--- config.mk ---
export PLATFORM = sky130hd
export DESIGN_NAME = palette_lut_flat
export DESIGN_NICKNAME = d
export VERILOG_FILES = /design/src/rtl/palette_lut_if.sv /design/src/rtl/palette_lut.sv /design/src/flat_wrapper.sv
export SDC_FILE = /design/constraint.sdc
export NUM_CORES = 1
export LEC_CHECK = 0
export ABC_AREA = 1
export CORE_ASPECT_RATIO = 1.25
export CORE_UTILIZATION = 60
export DETAILED_ROUTE_END_ITERATION = 8
export PLACE_DENSITY = 0.76
export SLEW_MARGIN = 20
export SYNTH_ARGS = -nofsm -noshare
export SYNTH_HDL_FRONTEND = slang
export SYNTH_SLANG_ARGS = --single-unit
export TNS_END_PERCENT = 1
--- constraint.sdc ---
create_clock -name Clk -period 5.45 [get_ports Clk]
set_input_delay 1.635 -clock Clk [delete_from_list [all_inputs] [get_ports Clk]]
set_output_delay 1.635 -clock Clk [all_outputs]
set_load 0.03 [all_outputs]
--- src/rtl/palette_lut_if.sv ---
// Pixel lookup, palette write and fade control bundle for palette_lut.
// master = compositor side, slave = lookup table.
interface palette_lut_if #(
    parameter int IDX_W = 4
);
    logic             pix_valid_in;
    logic [IDX_W-1:0] pix_idx;
    logic             pix_valid_out;
    logic [7:0]       VGA_R;
    logic [7:0]       VGA_G;
    logic [7:0]       VGA_B;
    logic             transparent;
    logic             wr_valid;
    logic             wr_ready;
    logic [IDX_W-1:0] wr_idx;
    logic [23:0]      wr_color;
    logic             frame_start;
    logic             fade_go;
    logic             fade_dir;
    logic             fade_busy;
    logic [7:0]       fade_level;

    modport master (
        output pix_valid_in, pix_idx,
        output wr_valid, wr_idx, wr_color,
        output frame_start, fade_go, fade_dir,
        input  pix_valid_out, VGA_R, VGA_G, VGA_B,
        input  transparent, wr_ready,
        input  fade_busy, fade_level
    );

    modport slave (
        input  pix_valid_in, pix_idx,
        input  wr_valid, wr_idx, wr_color,
        input  frame_start, fade_go, fade_dir,
        output pix_valid_out, VGA_R, VGA_G, VGA_B,
        output transparent, wr_ready,
        output fade_busy, fade_level
    );
endinterface

--- src/rtl/palette_lut.sv ---
// Colour lookup table: 2-stage index->RGB pipeline, writable entries.
// Optional frame-synchronous fade engine when PALETTE_FADE_EN is defined.
module palette_lut #(
    parameter int IDX_W       = 4,
    parameter int TRANSP_IDX  = 0,
    parameter int LOCK_TRANSP = 1,
    parameter int FADE_STEP   = 17
) (
    input logic          Clk,
    input logic          Reset_n,
    palette_lut_if.slave bus
);
    localparam int DEPTH = 2 ** IDX_W;
    localparam logic [IDX_W-1:0] TIDX = IDX_W'(TRANSP_IDX);

    function automatic logic [23:0] dflt(input int i);
        case (i)
            1:       return 24'h05121B;
            2:       return 24'h2D4745;
            3:       return 24'h46615B;
            4:       return 24'h082026;
            5:       return 24'h223A42;
            6:       return 24'h000000;
            7:       return 24'hBDBFA0;
            8:       return 24'hFE9802;
            9:       return 24'h9A9A9A;
            10:      return 24'h16252F;
            11:      return 24'hD624C1;
            12:      return 24'hFFFFFF;
            default: return 24'hFF0000;
        endcase
    endfunction

    logic [23:0] tbl [DEPTH];
    logic        wr_rdy;
    logic        wr_ok;

    assign bus.wr_ready = wr_rdy;
    assign wr_ok = bus.wr_valid && wr_rdy &&
                   !(LOCK_TRANSP != 0 && bus.wr_idx == TIDX);

    always_ff @(posedge Clk) begin
        if (!Reset_n) begin
            for (int i = 0; i < DEPTH; i++)
                tbl[i] <= dflt(i);
            wr_rdy <= 1'b0;
        end else begin
            wr_rdy <= 1'b1;
            if (wr_ok)
                tbl[bus.wr_idx] <= bus.wr_color;
        end
    end

    // Stage 1 reads the pre-write table, so a same-cycle write is not seen.
    logic        s1_v;
    logic [23:0] s1_c;
    logic        s1_t;

    always_ff @(posedge Clk) begin
        if (!Reset_n) begin
            s1_v <= 1'b0;
            s1_c <= 24'h0;
            s1_t <= 1'b0;
        end else begin
            s1_v <= bus.pix_valid_in;
            if (bus.pix_valid_in) begin
                s1_c <= tbl[bus.pix_idx];
                s1_t <= bus.pix_idx == TIDX;
            end
        end
    end

    logic [23:0] s2_c;

`ifdef PALETTE_FADE_EN
    typedef enum logic {IDLE, RUN} fstate_t;

    fstate_t    st;
    logic [7:0] lvl;
    logic       busy;
    logic       dir_r;
    logic [8:0] up;
    logic [7:0] dn;
    logic [7:0] nxt;
    logic [7:0] end_lvl;

    assign up      = {1'b0, lvl} + 9'(FADE_STEP);
    assign dn      = lvl > 8'(FADE_STEP) ? lvl - 8'(FADE_STEP) : 8'h00;
    assign nxt     = dir_r ? (up[8] ? 8'hFF : up[7:0]) : dn;
    assign end_lvl = dir_r ? 8'hFF : 8'h00;

    always_ff @(posedge Clk) begin
        if (!Reset_n) begin
            st    <= IDLE;
            lvl   <= 8'hFF;
            busy  <= 1'b0;
            dir_r <= 1'b0;
        end else begin
            unique case (st)
                IDLE: if (bus.fade_go) begin
                    lvl   <= bus.fade_dir ? 8'h00 : 8'hFF;
                    dir_r <= bus.fade_dir;
                    busy  <= 1'b1;
                    st    <= RUN;
                end
                RUN: if (bus.frame_start) begin
                    lvl <= nxt;
                    if (nxt == end_lvl) begin
                        busy <= 1'b0;
                        st   <= IDLE;
                    end
                end
                default: st <= IDLE;
            endcase
        end
    end

    // (c * (level + 1)) >> 8: level 255 is identity, level 0 is black.
    function automatic logic [7:0] scale(
        input logic [7:0] c,
        input logic [7:0] l
    );
        logic [8:0] m;
        m = {1'b0, l} + 9'd1;
        return 8'(({8'b0, c} * {7'b0, m}) >> 8);
    endfunction

    assign s2_c = {scale(s1_c[23:16], lvl),
                   scale(s1_c[15:8], lvl),
                   scale(s1_c[7:0], lvl)};
    assign bus.fade_busy  = busy;
    assign bus.fade_level = lvl;
`else
    logic unused_fade;
    assign unused_fade = bus.fade_go ^ bus.fade_dir ^ bus.frame_start;
    assign s2_c           = s1_c;
    assign bus.fade_busy  = 1'b0;
    assign bus.fade_level = 8'hFF;
`endif

    logic        vo;
    logic [23:0] oc;
    logic        ot;

    always_ff @(posedge Clk) begin
        if (!Reset_n) begin
            vo <= 1'b0;
            oc <= 24'h0;
            ot <= 1'b0;
        end else begin
            vo <= s1_v;
            if (s1_v) begin
                oc <= s2_c;
                ot <= s1_t;
            end
        end
    end

    assign bus.pix_valid_out = vo;
    assign bus.VGA_R         = oc[23:16];
    assign bus.VGA_G         = oc[15:8];
    assign bus.VGA_B         = oc[7:0];
    assign bus.transparent   = ot;
endmodule

--- src/flat_wrapper.sv ---
// flat-port wrapper written by rule: the top's interface ports become plain ports
module palette_lut_flat 
#(
    parameter int IDX_W       = 4,
    parameter int TRANSP_IDX  = 0,
    parameter int LOCK_TRANSP = 1,
    parameter int FADE_STEP   = 17
)
  (Clk, Reset_n, bus_pix_valid_in, bus_pix_idx, bus_wr_valid, bus_wr_idx, bus_wr_color, bus_frame_start, bus_fade_go, bus_fade_dir, bus_pix_valid_out, bus_VGA_R, bus_VGA_G, bus_VGA_B, bus_transparent, bus_wr_ready, bus_fade_busy, bus_fade_level);
  palette_lut_if #(.IDX_W(IDX_W)) bus_i ();
  input logic Clk;
  input logic Reset_n;
  input wire logic [$bits(bus_i.pix_valid_in)-1:0] bus_pix_valid_in;
  input wire logic [$bits(bus_i.pix_idx)-1:0] bus_pix_idx;
  input wire logic [$bits(bus_i.wr_valid)-1:0] bus_wr_valid;
  input wire logic [$bits(bus_i.wr_idx)-1:0] bus_wr_idx;
  input wire logic [$bits(bus_i.wr_color)-1:0] bus_wr_color;
  input wire logic [$bits(bus_i.frame_start)-1:0] bus_frame_start;
  input wire logic [$bits(bus_i.fade_go)-1:0] bus_fade_go;
  input wire logic [$bits(bus_i.fade_dir)-1:0] bus_fade_dir;
  output wire logic [$bits(bus_i.pix_valid_out)-1:0] bus_pix_valid_out;
  output wire logic [$bits(bus_i.VGA_R)-1:0] bus_VGA_R;
  output wire logic [$bits(bus_i.VGA_G)-1:0] bus_VGA_G;
  output wire logic [$bits(bus_i.VGA_B)-1:0] bus_VGA_B;
  output wire logic [$bits(bus_i.transparent)-1:0] bus_transparent;
  output wire logic [$bits(bus_i.wr_ready)-1:0] bus_wr_ready;
  output wire logic [$bits(bus_i.fade_busy)-1:0] bus_fade_busy;
  output wire logic [$bits(bus_i.fade_level)-1:0] bus_fade_level;
  assign bus_i.pix_valid_in = bus_pix_valid_in;
  assign bus_i.pix_idx = bus_pix_idx;
  assign bus_i.wr_valid = bus_wr_valid;
  assign bus_i.wr_idx = bus_wr_idx;
  assign bus_i.wr_color = bus_wr_color;
  assign bus_i.frame_start = bus_frame_start;
  assign bus_i.fade_go = bus_fade_go;
  assign bus_i.fade_dir = bus_fade_dir;
  assign bus_pix_valid_out = bus_i.pix_valid_out;
  assign bus_VGA_R = bus_i.VGA_R;
  assign bus_VGA_G = bus_i.VGA_G;
  assign bus_VGA_B = bus_i.VGA_B;
  assign bus_transparent = bus_i.transparent;
  assign bus_wr_ready = bus_i.wr_ready;
  assign bus_fade_busy = bus_i.fade_busy;
  assign bus_fade_level = bus_i.fade_level;
  palette_lut #(.IDX_W(IDX_W), .TRANSP_IDX(TRANSP_IDX), .LOCK_TRANSP(LOCK_TRANSP), .FADE_STEP(FADE_STEP)) u_core (.Clk(Clk), .Reset_n(Reset_n), .bus(bus_i));
endmodule
After elaboration in Yosys (flattened, before gate mapping)
Memory sizes are Yosys's and may differ from the RTL's. A register that Yosys moved wholly into a read port is not among the register bits. Index checks and enable logic that the tools add are counted.

Eq/ne operators: 0. Shift operators: 0. Order comparisons: 0. Bitwise gates (word level): 0. Multiplexer cells: 21. Divide/modulo/power cells: 0. $mul: 0. Reductions and logical operators: 7. $add $sub $neg: 0.

Operators with widths (count): 24-bit 2-to-1 mux (14); 24-bit OR reduction (1); 4-bit logical NOT (2); 1-bit 2-to-1 mux (6); 4-bit 2-to-1 mux (1); 1-bit logical AND (2); 1-bit logical NOT (2).

Latch bits: 0. Bits in writable memories: 384. Word-level logic and storage cells: 35. Register bits: 29. Memories: 1. Bits in read-only memories: 0. Output and inout bits: 36.

Memory list: u_core.tbl (depth 16, width 24, rd ports 1, clocked after memory_dff 1, wr ports 16, RTL line palette_lut.sv:34) `logic [23:0] tbl [DEPTH];`.

Depth between registers and ports, before layout
Word-level depth: 8. Gate-level depth with buffers: 13. Depth with buffers taken out: 11.

Worst setup path after synthesis
No wires, ideal clock.

Kind: input port to flip-flop. Start: input port Reset_n. End: memory u_core.tbl[12][0], enable pin. Arrival time: 3849 ps. Cell stages on the path: 5. Required time: 5012 ps. Slack: 1163 ps. Buffers on the path: 1. Cells stage by stage: buf_4 > nand3_2 > inv_2 > nand3_2 > o21ai_0.

RTL lines: start: declaration (RTL line flat_wrapper.sv:12) `input logic Reset_n;`; end: declaration (RTL line palette_lut.sv:34).

==> qor.txt <==
Library cells used by synthesis = 20
Global route total overflow = 0
Clk root buf = clkbuf_16
RR Startpoint = u_core.bus.wr_ready
RSZ-0062 raised after global routing = no
Critical-path cell list = clkdlybuf4s50_1 > nand3_2 > inv_2 > nand3_2 > nor2_2 > inv_2 > nand2_1 > buf_4
# diodes = 0
Cell Area, Synth = 19470 sq um
Worst setup path category = in -> reg
Arr. time, crit path = 4.23 ns
CP max stage cell = clkdlybuf4s50_1
Layout cell share with drive strength beyond 1 = 6.173%
Worst min path class = reg -> reg
Worst Setup Start Kind = input port
Max-cap violations = 0
Status = finished, final reports clean
Relative slew slack = 31.39%
Number of global-route vias before repair = 13384
Vias per inst = 5.452
Sequential area share after synthesis = 64.67%
DR vias = 14170
Clock Tree Buf Depth = 3
Drt drc = 0
Data required, critical path = 5.70 ns
Worst hold stages = 2
Wirelength per Cell = 17.47 microns
IO Port Bufs = 62
CP peak stage delay = 0.51 ns
Fin crit period = 3.979 ns
Final setup fails = 0
Yosys warnings = 0
CP top delay family = buffers and inverters
Post-synthesis mux area share = 0%
Core Area = 31880 sq um
Die H = 203.4 microns
IO Pins = 75
Die outline width = 163.1 microns
Post-CTS setup buffers = 0
Initial antenna violation count = 2
Synth Instances = 2131
CTS Buf Count = 42
Synth Area in Compound Gates = 1.748%
Pre-CTS setup slack = 0.9885 ns
FF-to-FF End = u_core.tbl[4][18]
Pwr/cell area = 336.6 nW/um^2
Post-CTS resize count = 0
Initial Util = 61.08%
Worst R2R Setup Slack = 2.74 ns
Worst Path Buf+Inv = 4
Post-Place Cells = 2522
Post-Synth Simple-Gate Area = 27.24%
CTS tree = done
CTS Hold Bufs = 0
HP Start = u_core.s1_c[17]
Site Rows = 73
WL final = 45410 microns
Avg Inst Size Synth = 9.137 sq um
Clock latency at the later pin of the worst-skew pair = 0.55 ns
CP endpoint kind = flip-flop
Slew @ Worst Pin = 1.027 ns
All-layer global routing usage = 28.15%
Synth Area in Adders = 0%
1st-pass router iterations = 5
Reg clk slew, reported paths = 0.06 ns
Largest family of logic cells by synthesized area = simple AND/OR/NAND/NOR gates
Area Growth Syn to Fin = 11.57%
H-Tree Depth = 2
Clock Sinks = 437
Largest net degree at the start of global routing = 154
Final Non-Filler Cells = 2599
Final hold viol count = 0
Fin crit share = 73.00%
Setup tns final = 0 ns
Max FO, Critical Path = 20
Synthesized flop and latch total = 437
Max-slew violation count = 0
Hold endpoint = u_core.oc[17]
Worst R2R Path Depth = 7
Highest clock rate = 251.3 MHz
Layout net count = 2193
Worst setup margin = 1.471 ns
First-pass GRT wire length = 70710 microns
Layout Skew = 0.01739 ns
DIE AREA = 33180 sq um
Peak supply drop = 268.1 uV
Final Wtd Congestion = 0.8273
Static leakage = 9.033 nW
ANT nets after route = 0
Post-DP HPWL = 28640 microns
1st-iter DRT viols = 1600
XOR/XNOR Fraction of Synth Area = 0%
## cells in the mapped netlist
cell	instances	area (sq um)
dfxtp_1	53	1061
nor2_1	237	889.6
a21oi_1	41	205.2
nand2_1	913	3427
nand3_2	2	20.02
nand4_1	1	6.260
nand3_4	1	17.52
nor3_2	1	10.01
nand3_1	169	845.8
buf_2	69	345.3
edfxtp_1	384	11530
buf_4	14	105.1
clkbuf_1	61	229.0
conb_1	2	7.510
inv_2	22	82.58
nor2_4	5	56.30
nor2_2	5	31.28
o21ai_0	27	135.1
buf_1	2	7.510
inv_1	122	457.9
## placed cells by master (no fill, tap or decap), drive strengths merged
cell	instances
clkdlybuf4s50	59
a21oi	41
nor2	247
bufinv	3
nand2	913
o21ai	27
edfxtp	384
buf	35
clkinv	5
nor3	1
inv	144
clkinvlp	1
dfxtp	53
conb	33
clkbuf	68
nand3	172
nand4	1
## where the power goes
| group | switching, mW | total (mW) | internal [mW] |
|---|---|---|---|
| Clock | 1.20 | 2.93 | 1.73 |
| Sequential | 0.0335 | 3.78 | 3.75 |
| Combinational | 0.435 | 0.595 | 0.161 |
## per-layer routing
metal  global-route usage (%)  up-vias  wire length [microns]
li1                         -     6807                      -
met1                    35.40     6648                  17500
met2                    48.12      605                  22720
met3                    5.756      106                   4070
met4                    10.08        4                   1092
met5                        0        -                     25
## cell type report
| class | instances | area [sq um] |
|---|---|---|
| multi-input combinational | 1435 | 5794 |
| tap | 412 | 515.5 |
| clock buffer | 68 | 1266 |
| inverter | 144 | 545.5 |
| fill | 2464 | 10150 |
| timing repair buffer | 94 | 889.6 |
| sequential | 437 | 12590 |
| clock inverter | 9 | 120.1 |
## logic make-up (layout without fill, tap and decap cells)
group / count (synthesis) / in the layout
AO/OA/AOI/OAI: 68 / 68
buffers and inverters: 290 / 315
flip-flops: 437 / 437
other: 2 / 33
AND/OR/NAND/NOR: 1334 / 1334
## metrics by stage
| stage | power (mW) | area, sq um | hold WS, ns | utilization (%) |
|---|---|---|---|---|
| floorplan | 4.244 | 19590 | 0.4333 | - |
| CTS | 7.320 | 21720 | 0.4588 | 68.12 |
| global placement | 4.428 | 20330 | 0.4433 | 63.78 |
| finish | 7.311 | 21720 | 0.4591 | 68.15 |
| detailed placement | 4.444 | 20330 | 0.4484 | 63.78 |
| global route | 7.522 | 21720 | 0.4761 | 68.15 |
## sequential cells by signal, indices dropped and copies added, names as in the netlist
| register | cells |
|---|---|
| u_core.bus.transparent | 1 |
| u_core.s1_t | 1 |
| u_core.s1_v | 1 |
| u_core.bus.wr_ready | 1 |
| u_core.oc | 24 |
| u_core.bus.pix_valid_out | 1 |
| u_core.s1_c | 24 |
| u_core.tbl | 384 |
## worst max-delay path by stage
stage	cells after the start	from	slack, ns	end
3_3_place_gp	8	Reset_n	1.14	u_core.tbl[4][16]
2_1_floorplan	5	Reset_n	1.16	u_core.tbl[12][0]
6_report	8	Reset_n	1.47	u_core.tbl[4][18]
3_5_place_dp	8	Reset_n	0.99	u_core.tbl[4][20]
5_1_grt	8	Reset_n	1.36	u_core.tbl[4][13]
4_1_cts	8	Reset_n	1.55	u_core.tbl[4][21]
## worst register-to-register path: stages (launching register included)
cell and delay [ns]:
dfxtp_1 0.34, nand3_2 0.19, inv_2 0.17, nand3_2 0.19
nor2_2 0.38, inv_2 0.28, nand2_1 0.51, buf_4 0.33
Power figures use the tool's default switching activity.
